==> src/rtl/bus_pkg.sv <==
// Shared types for the system-bus arbiter between the 6502 core and the DMA port.
package bus_pkg;

  typedef enum logic [1:0] {
    ARB_CPU,
    ARB_DMA,
    ARB_RET
  } arb_state_t;

  // Width of a counter that must hold 0..n; never narrower than one bit.
  function automatic int cnt_w(input int n);
    return (n < 1) ? 1 : $clog2(n + 1);
  endfunction

endpackage

==> src/rtl/mem_arbiter.sv <==
// Single-port RAM arbiter: the 6502 core owns the bus by default; DMA is granted
// only on opcode-fetch (SYNC) cycles and holds the core off through READY.
module mem_arbiter
  import bus_pkg::*;
#(
  parameter int ADDR_W    = 16,
  parameter int DATA_W    = 8,
  parameter int MAX_BURST = 16,
  parameter int CPU_MIN   = 1
) (
  input  logic              i_clk,
  input  logic              i_rst,
  input  logic [ADDR_W-1:0] cpu_addr,
  input  logic [DATA_W-1:0] cpu_wdata,
  input  logic              cpu_rw,
  input  logic              cpu_sync,
  output logic              cpu_ready,
  output logic [DATA_W-1:0] cpu_rdata,
  input  logic              dma_req,
  input  logic [ADDR_W-1:0] dma_addr,
  input  logic [DATA_W-1:0] dma_wdata,
  input  logic              dma_we,
  output logic              dma_gnt,
  output logic              dma_rvalid,
  output logic [DATA_W-1:0] dma_rdata,
  output logic [ADDR_W-1:0] mem_addr,
  output logic [DATA_W-1:0] mem_wdata,
  output logic              mem_rw,
  input  logic [DATA_W-1:0] mem_rdata
);

  localparam int BEAT_W  = cnt_w(MAX_BURST);
  localparam int GUARD_W = cnt_w(CPU_MIN);
  localparam logic [BEAT_W-1:0]  BEAT_LAST  = BEAT_W'(MAX_BURST - 1);
  localparam logic [GUARD_W-1:0] GUARD_INIT = GUARD_W'(CPU_MIN);

  arb_state_t         state, state_nxt;
  logic [BEAT_W-1:0]  beat, beat_nxt;
  logic [GUARD_W-1:0] guard, guard_nxt;
  logic               beat_en;

  logic               cpu_own_p1;
  logic               rvalid_p1;
  logic [DATA_W-1:0]  hold_p1;

  always_comb begin
    state_nxt = state;
    beat_nxt  = beat;
    guard_nxt = guard;
    beat_en   = 1'b0;
    mem_addr  = cpu_addr;
    mem_wdata = cpu_wdata;
    mem_rw    = cpu_rw;
    cpu_ready = 1'b1;
    dma_gnt   = 1'b0;

    case (state)
      ARB_CPU: begin
        if (dma_req && cpu_sync && (guard == '0)) begin
          state_nxt = ARB_DMA;
          beat_nxt  = '0;
        end else if (cpu_sync && (guard != '0)) begin
          guard_nxt = guard - 1'b1;
        end
      end
      ARB_DMA: begin
        cpu_ready = 1'b0;
        dma_gnt   = 1'b1;
        mem_addr  = dma_addr;
        mem_wdata = dma_wdata;
        mem_rw    = !(dma_req && dma_we);
        beat_en   = dma_req;
        if (!dma_req) begin
          state_nxt = ARB_RET;
        end else begin
          beat_nxt = beat + 1'b1;
          if (beat == BEAT_LAST) state_nxt = ARB_RET;
        end
      end
      ARB_RET: begin
        // Re-present the stalled core address as a read so data is ready when READY returns.
        cpu_ready = 1'b0;
        mem_rw    = 1'b1;
        guard_nxt = GUARD_INIT;
        state_nxt = ARB_CPU;
      end
      default: state_nxt = ARB_CPU;
    endcase

    // While reset is held the bus belongs to the core and no write may reach RAM.
    if (i_rst) begin
      mem_addr  = cpu_addr;
      mem_wdata = cpu_wdata;
      mem_rw    = 1'b1;
      cpu_ready = 1'b1;
      dma_gnt   = 1'b0;
      beat_en   = 1'b0;
    end
  end

  // Stage p1: one cycle after the RAM address, when its read data returns
  always_ff @(posedge i_clk) begin
    if (i_rst) begin
      state      <= ARB_CPU;
      beat       <= '0;
      guard      <= '0;
      cpu_own_p1 <= 1'b0;
      rvalid_p1  <= 1'b0;
      hold_p1    <= '0;
    end else begin
      state      <= state_nxt;
      beat       <= beat_nxt;
      guard      <= guard_nxt;
      cpu_own_p1 <= (state != ARB_DMA);
      rvalid_p1  <= beat_en && !dma_we;
      if (cpu_own_p1) hold_p1 <= mem_rdata;
    end
  end

  assign cpu_rdata  = cpu_own_p1 ? mem_rdata : hold_p1;
  assign dma_rvalid = rvalid_p1;
  assign dma_rdata  = mem_rdata;

endmodule
==> config.mk <==
export PLATFORM = sky130hd
export DESIGN_NAME = mem_arbiter
export DESIGN_NICKNAME = d
export VERILOG_FILES = /design/src/rtl/bus_pkg.sv /design/src/rtl/mem_arbiter.sv
export SDC_FILE = /design/constraint.sdc
export NUM_CORES = 1
export LEC_CHECK = 0
export ABC_AREA = 1
export CORE_ASPECT_RATIO = 1.75
export CORE_MARGIN = 3
export CORE_UTILIZATION = 29
export DETAILED_ROUTE_END_ITERATION = 7
export HOLD_SLACK_MARGIN = 0.15
export PLACE_DENSITY_LB_ADDON = 0.1
export SYNTH_ARGS = -nofsm -noshare
export SYNTH_HDL_FRONTEND = slang
export SYNTH_SLANG_ARGS = --single-unit
==> constraint.sdc <==
create_clock -name i_clk -period 1.3 [get_ports i_clk]
set_clock_uncertainty 0.05 [all_clocks]
set_input_delay 0.195 -clock i_clk [delete_from_list [all_inputs] [get_ports i_clk]]
set_output_delay 0.195 -clock i_clk [all_outputs]
set_load 0.02 [all_outputs]
Word-level counts from Yosys, hierarchy flattened. Cells that the tools add are included.

Equality and inequality tests: 9. Reduce and logical (&&, ||, !) cells: 14. Muxes and demuxes: 23. Add/subtract/negate cells: 2. Bitwise logic cells: 1.

Operator list (number): 16-bit 2-to-1 mux (2); 8-bit 2-to-1 mux (3); 5-bit 2-to-1 mux (2); 5-bit one-hot mux with 2 select lines (1); 1-bit 2-to-1 mux (9); 2-bit inequality test (second input constant) (4); 2-bit 2-to-1 mux (3); 3-bit AND reduction (2); 5-bit by 1-bit adder with 5-bit output (second input constant) (1); 5-bit by 4-bit equality test with 1-bit output (second input constant) (1); 1-bit logical AND (5); 1-bit one-hot mux with 2 select lines (2); 2-bit one-hot mux with 2 select lines (1); 2-bit nonzero test (2); 3-bit inequality test (second input constant) (1); 2-bit by 1-bit equality test with 1-bit output (second input constant) (1); 2-bit equality test (second input constant) (1); 1-bit logical NOT (2); 2-bit logical NOT (1); 2-bit by 1-bit inequality test with 1-bit output (second input constant) (1); 2-bit AND reduction (1); 2-bit OR reduction (1); 1-bit inverter (1); 1-bit subtractor (second input constant) (1).

Flip-flop bits (word level): 18. Output and inout bits: 44. Word-level logic and storage cells: 55.

Longest topological paths before layout. Gate-level depths: netlist of run 1.

Depth in word-level cells: 4. Mapped depth: 9. Depth with buffers taken out: 9.

Worst setup path after synthesis of run 1. No wires, ideal clock.

Path kind: register to output. Start point: reg state[1]. End point: out mem_addr[10]. Stages on the path, launching flop included: 9. Arrival: 1250 ps. Setup slack: -195 ps. Required time: 1055 ps. Cell sequence: dfxtp_1 inv_1 ha_1 inv_2 nor2_4 buf_6 buf_6 nand2_1 nand2_1.

Cells in the longest elaborated chain, start to end: 3.

RTL lines: start: declaration (line mem_arbiter.sv:37) `arb_state_t state, state_nxt;`; start signal: assignment (line mem_arbiter.sv:111) `state <= state_nxt;`; 2-bit by 1-bit equality test with 1-bit output (line mem_arbiter.sv:57) `case (state)`; 16-bit 2-to-1 mux (line mem_arbiter.sv:57); 16-bit 2-to-1 mux (line mem_arbiter.sv:91) `if (i_rst) begin`; end: declaration (line mem_arbiter.sv:26) `output logic [ADDR_W-1:0] mem_addr,`.

Every way passes these cells.

Worst setup path in the final report of run 1.
Start point: reg state[1]. End point: out mem_rw.

Cells in the longest elaborated chain, start to end: 3.

RTL lines: 2-bit equality test or 2-bit by 1-bit equality test with 1-bit output (tied branches) (line mem_arbiter.sv:57); 1-bit one-hot mux with 2 select lines (*) (line mem_arbiter.sv:57); 1-bit 2-to-1 mux (*) (line mem_arbiter.sv:91); end: declaration (line mem_arbiter.sv:28) `output logic mem_rw,`.

Mark *: on every way between the ends. The rest lies on a longest branch, timed or not.

==> results.json, run 1 <==
{
  "status": "finished, violations left",
  "failed_checks": "setup timing",
  "dp.cells": 378,
  "power_leakage_nw": 1.41,
  "drt_iter0_markers": 58,
  "clk_latency_ns": 0.26,
  "worstPathRequired_ns": 1.05,
  "place.port_buffers": 105,
  "synth-seq-area-share": 0.292,
  "grt_pass1_vias": 1616,
  "peakVddDrop_uv": 1560,
  "antennaDiodeCount": 0,
  "cpMaxStageDelayCell": "dfxtp_2",
  "dr.pass1.iters": 4,
  "ctsLongestPathBuffers": 2,
  "end_kind": "output port",
  "drive_gt1_frac": 0.515,
  "dp_hpwl_um": 3740,
  "routed_via_density": 4.60,
  "finalSetupTns_ns": -11.31,
  "drcViolationCount": 0,
  "cts_tree": "yes",
  "synth_cells": 207,
  "track_usage": 0.190,
  "fp.dieW_um": 55.3,
  "wl_per_cell_um": 12.8,
  "clk_pin_slew_ns": 0.07,
  "critPathMostFrequentCell": "buf_4",
  "initial_core_util": 0.310,
  "grt_antenna_before_repair": 0,
  "design_area_sq_um": 3020,
  "grt_pass1_wl_um": 7890,
  "rsz0062_at_grt": "true",
  "timing.final.ws_setup_ns": -0.417,
  "globalplace.congestion": 0.871,
  "syn_area_sq_um": 1230,
  "num_vias": 1805,
  "fp.dieH_um": 92.3,
  "cp.arrival_ns": 1.47,
  "max_stage_delay_ns": 0.34,
  "synthTopCellsByArea": "nand2_1 35%, dfxtp_1 29%, a21oi_1 5.3%",
  "cp-start-kind": "register",
  "slew_violations": 0,
  "coreArea_sq_um": 3980,
  "total_power_mw": 4.32,
  "setup_viol": 33,
  "slew_headroom": 0.848,
  "post-route-min-period_ns": 1.72,
  "fp.dieArea_sq_um": 5100,
  "final_cells": 392,
  "rows": 30,
  "crit_fanout": 3,
  "layout.nets": 412,
  "synth_top_area_cell": "nand2_1",
  "ant_nets": 0,
  "dpl_cell_area_sq_um": 2590,
  "max_cap_viol_count": 0,
  "syn_area_per_cell_sq_um": 5.96,
  "tightest_slew_ns": 0.228,
  "area_growth_pct": 145,
  "htree_levels": 1,
  "ys_ff_latch": 18,
  "cts-root-buf": "clkbuf_8",
  "min-delay-path-class": "in2reg",
  "cts.sinks": 18,
  "routed_wl_um": 5040,
  "powerDensity_nw_per_um2": 1430,
  "cp_cell_sequence": "inv_2 > buf_4 > buf_6 > ha_4 > o21ai_2 > o211ai_1 > buf_4",
  "post-route-period-util": 1.32,
  "yosysUniqueCellTypes": 22,
  "globalRouteOverflowTotal": 0,
  "ioPinCount": 106,
  "grt_max_degree": 17,
  "yosys_warnings": 0,
  "finalHoldViolations": 0,
  "crit_type": "reg2out",
  "cts_buffers": 3,
  "max_freq_mhz": 582,
  "synth_top_area_share": 0.350,
  "syn_nets": 274
}
## power by group
| part | internal [mW] | leakage, nW | total, mW | switching [mW] |
|---|---|---|---|---|
| Combinational | 1.62 | 1.24 | 3.16 | 1.53 |
| Clock | 0.269 | 0.0288 | 0.466 | 0.196 |
| Sequential | 0.648 | 0.149 | 0.700 | 0.0523 |
| Total | 2.54 | 1.41 | 4.32 | 1.78 |
## cell type report
cell class                      count  area [sq um]
Timing Repair Buffer              148          1470
Multi-Input combinational cell    159          1000
Fill cell                         299           960
Sequential cell                    18           367
Inverter                           15          66.3
Tap cell                           48          60.1
Clock buffer                        4          55.1
## flip-flops by register name, summed over array words and instances, names as in the netlist
signal,cells
hold_p1,8
beat,5
state,2
cpu_own_p1,1
dma_rvalid,1
guard,1
## logic make-up after synthesis
logic type | after synthesis | share of synthesized area
adder cells (fa/ha/maj) | 5 | 0.0507
AND/OR/NAND/NOR | 133 | 0.430
flip-flops | 18 | 0.292
buffers and inverters | 30 | 0.137
AO/OA/AOI/OAI | 21 | 0.0903
## cell usage in the layout, fill, tap and decap left out, drive strengths merged
| master | count |
|---|---|
| buf | 79 |
| a21oi | 13 |
| dlymetal6s2s | 1 |
| clkinv | 1 |
| dfxtp | 18 |
| nor3 | 2 |
| clkbuf | 5 |
| clkdlybuf4s50 | 60 |
| dlygate4sd2 | 6 |
| or2 | 1 |
| clkdlybuf4s15 | 1 |
| nand2 | 117 |
| o211ai | 1 |
| nor2 | 6 |
| inv | 14 |
| ha | 5 |
| o21ai | 7 |
| nand3 | 7 |
## timing repair
action	CTS	global route
hold buffers	0	0
cloned	2	0
pin swaps	11	14
endpoints found under the setup margin	51	45
gates resized for setup	258	56
buffers inserted	8	3
## metal layers
layer,track usage,share of wire,vias up
met5,0,0,-
met4,0.0487,0.014,0
met3,0.0437,0.068,7
met2,0.343,0.53,81
met1,0.222,0.39,812
li1,-,-,905
## through the flow
stage          setup WS, ns  hold slack [ns]   util
5_1_grt              -0.499            0.310  0.759
3_5_place_dp         -0.760            0.422  0.650
6_report             -0.417            0.304  0.759
3_3_place_gp         -0.737            0.412  0.650
4_1_cts              -0.424            0.439  0.715
2_1_floorplan       -0.0402            0.222      -
## cells in the mapped netlist
| master | instances |
|---|---|
| nor2_1 | 5 |
| buf_6 | 3 |
| nor2_4 | 1 |
| ha_1 | 5 |
| nand2_1 | 115 |
| clkinv_1 | 1 |
| clkbuf_1 | 1 |
| a21oi_1 | 13 |
| inv_1 | 12 |
| o21ai_1 | 2 |
| dfxtp_1 | 18 |
| buf_4 | 8 |
| inv_2 | 2 |
| o21ai_0 | 4 |
| buf_2 | 3 |
| o211ai_1 | 1 |
| nor3_1 | 2 |
| nand2_2 | 1 |
| o21ai_2 | 1 |
| nand2_4 | 1 |
| or2_0 | 1 |
| nand3_1 | 7 |
## critical path: cells and delay by family (launching register included)
| family | cells | cell delay [ns] |
|---|---|---|
| compound gates | 2 | 0.14 |
| fa+ha+maj | 1 | 0.27 |
| buf+inv | 4 | 0.46 |
| flops | 1 | 0.34 |
## final timing paths
check | startpoint | to | slack, ns | cells past startpoint
max reg2reg | state[1] | beat[2] | -0.18 | 11
max | state[1] | mem_rw | -0.42 | 7
min reg2reg | beat[4] | beat[4] | 0.44 | 2
min | i_rst | cpu_own_p1 | 0.30 | 3
Note: power is estimated with default switching activity, not from simulation.
==> inputs of run 2 (changes only) <==
--- a/config.mk
+++ b/config.mk
@@ -12,6 +12,7 @@
 export DETAILED_ROUTE_END_ITERATION = 7
 export HOLD_SLACK_MARGIN = 0.15
 export PLACE_DENSITY_LB_ADDON = 0.1
+export RECOVER_POWER = 50
 export SYNTH_ARGS = -nofsm -noshare
 export SYNTH_HDL_FRONTEND = slang
 export SYNTH_SLANG_ARGS = --single-unit
==> run 2 against run 1 <==
  * The flow still finishes with violations (setup timing)
  * Highest routed layer unchanged
  * Critical path depth is the same
  * Fmax is essentially flat
  * Flip-flop and latch count is the same
  * Sequential share of layout area grew 0.055 points
  * Critical path type unchanged
  * Power shrank 0.99%
  * Count of clock-buffer cells in the layout is the same
  * Register-to-register slack is essentially flat
  * Hold slack gained 0.0080 ns
  * Critical endpoint unchanged
  * Cell area shrank 0.79%
  * Clock power is essentially flat
  * Global-route usage is the same
  * Non-clock buffer count is the same
==> results.json, run 2 (same netlist as run 1, synthesis figures left out) <==
{
  "status": "finished, violations left",
  "failed_checks": "setup timing",
  "finalSetupTns_ns": -12.04,
  "worst_hold_slack_ns": 0.312,
  "pre_cts_slack_ns": -0.760,
  "cp.arrival_ns": 1.47,
  "finalHoldViolations": 0,
  "num_vias": 1806,
  "layout.nets": 412,
  "routed_via_density": 4.61,
  "setup_viol": 42,
  "drcViolationCount": 0,
  "routed_wl_um": 5020,
  "slew_violations": 0,
  "clk_pin_slew_ns": 0.07,
  "grt_antenna_before_repair": 0,
  "total_power_mw": 4.28,
  "worstPathRequired_ns": 1.05,
  "ioPinCount": 106,
  "rows": 30,
  "cp_cell_sequence": "inv_2 > buf_4 > buf_6 > ha_4 > o21ai_2 > o211ai_1 > buf_4",
  "switchingPower_mw": 1.77,
  "globalplace.congestion": 0.871,
  "dp_hpwl_um": 3740,
  "cpMaxStageDelayCell": "dfxtp_2",
  "largest_register": "hold_p1",
  "drt_iter0_markers": 52,
  "hp-start": "i_rst",
  "p_int_mw": 2.52,
  "powerDensity_nw_per_um2": 1430,
  "globalRouteOverflowTotal": 0,
  "cp-start-kind": "register",
  "initial_core_util": 0.310,
  "final_cell_mix": "60 x nand2_1, 60 x clkdlybuf4s50_1, 51 x nand2_2",
  "ant_nets": 0,
  "grt_pass1_vias": 1616,
  "grt_pass1_wl_um": 7890,
  "cts-root-buf": "clkbuf_8",
  "cts.sinks": 18,
  "wl_per_cell_um": 12.8,
  "drive_gt1_frac": 0.497,
  "power_frac_seq": 0.162,
  "tightest_slew_ns": 0.226,
  "peakVddDrop_uv": 1560,
  "power_leakage_nw": 1.41,
  "crit_fanout": 3,
  "track_usage": 0.190,
  "area_growth_pct": 143,
  "crit_path_start": "state[1]",
  "reg_top3": "hold_p1 (8), beat (5), state (2)",
  "r2r-start": "state[1]",
  "crit_type": "reg2out",
  "post-route-min-period_ns": 1.72,
  "htree_levels": 1,
  "antennaDiodeCount": 0,
  "cts_tree": "yes",
  "rsz0062_at_grt": "true",
  "cts_hold_buf": 0,
  "combinationalPowerShare": 0.730,
  "coreArea_sq_um": 3980,
  "place.port_buffers": 105,
  "timing.final.ws_setup_ns": -0.417,
  "max_stage_delay_ns": 0.34,
  "fp.dieH_um": 92.3,
  "swShare": 0.412,
  "clkPwrFrac": 0.108,
  "fp.dieArea_sq_um": 5100,
  "end_kind": "output port",
  "clk_latency_ns": 0.26,
  "critPathMostFrequentCell": "buf_4",
  "max_freq_mhz": 582,
  "post-route-period-util": 1.32,
  "ctsLongestPathBuffers": 2,
  "largest_register_ffs": 8,
  "fp.dieW_um": 55.3,
  "max_cap_viol_count": 0,
  "dr.pass1.iters": 4,
  "grt_max_degree": 17,
  "min-delay-path-class": "in2reg",
  "slew_headroom": 0.850,
  "cts_buffers": 3
}
run 2: metal layers:
metal	GRT usage	vias to the layer above	routed length [um]
met4	0.0487	0	68
li1	-	907	-
met2	0.343	81	2680
met5	0	-	0
met3	0.0437	7	340
met1	0.222	811	1930
run 2: path summary, 6_finish.rpt:
| kind | to | slack [ns] | depth (start not counted) |
|---|---|---|---|
| hold / removal | hold_p1[0] | 0.31 | 3 |
| setup / recovery | mem_rw | -0.42 | 7 |
| setup reg to reg | beat[2] | -0.18 | 11 |
| hold reg to reg | beat[4] | 0.44 | 2 |
run 2: layout make-up:
class | count | area [sq um]
Fill cell | 305 | 983
Sequential cell | 18 | 365
Multi-Input combinational cell | 159 | 988
Clock buffer | 4 | 55.1
Inverter | 15 | 66.3
Timing Repair Buffer | 148 | 1460
Tap cell | 48 | 60.1
run 2: worst max-delay path: cells and delay by family, from the launching register on:
kind | cells | cell delay, ns
buffers and inverters | 4 | 0.46
DFF | 1 | 0.34
adders and majority gates | 1 | 0.27
AOI/OAI and AO/OA | 2 | 0.14
run 2: timing repair:
action                                  4_1_cts  5_1_grt
gates cloned                                  2        0
gates resized for setup                     258       56
endpoints found under the setup margin       51       45
pin swaps                                    11       14
setup buffers                                 8        3
hold endpoints to repair                      0        0
run 2: stage by stage:
step | util | instance area [sq um] | cells
floorplan | - | 1320 | 207
global placement | 0.650 | 2590 | 378
detailed placement | 0.650 | 2590 | 378
CTS | 0.715 | 2850 | 390
global route | 0.753 | 3000 | 392
finish | 0.753 | 3000 | 392
run 2: power by group through the flow:
stage                     clock [mW]  combinational, mW  sequential, mW
after detailed placement           0               2.33           0.692
after global placement             0               2.32           0.690
after floorplan                    0               1.24           0.690
final                          0.463               3.12           0.695
after global routing           0.495               3.35           0.701
after CTS                      0.473               2.81           0.685
==> inputs of run 3 (changes only) <==
--- a/config.mk
+++ b/config.mk
@@ -6,6 +6,7 @@
 export NUM_CORES = 1
 export LEC_CHECK = 0
 export ABC_AREA = 1
+export CAP_MARGIN = 20
 export CORE_ASPECT_RATIO = 1.75
 export CORE_MARGIN = 3
 export CORE_UTILIZATION = 29
==> results of run 3 <==
Same layout as run 2: the final DEF is identical, and so are final timing and power.
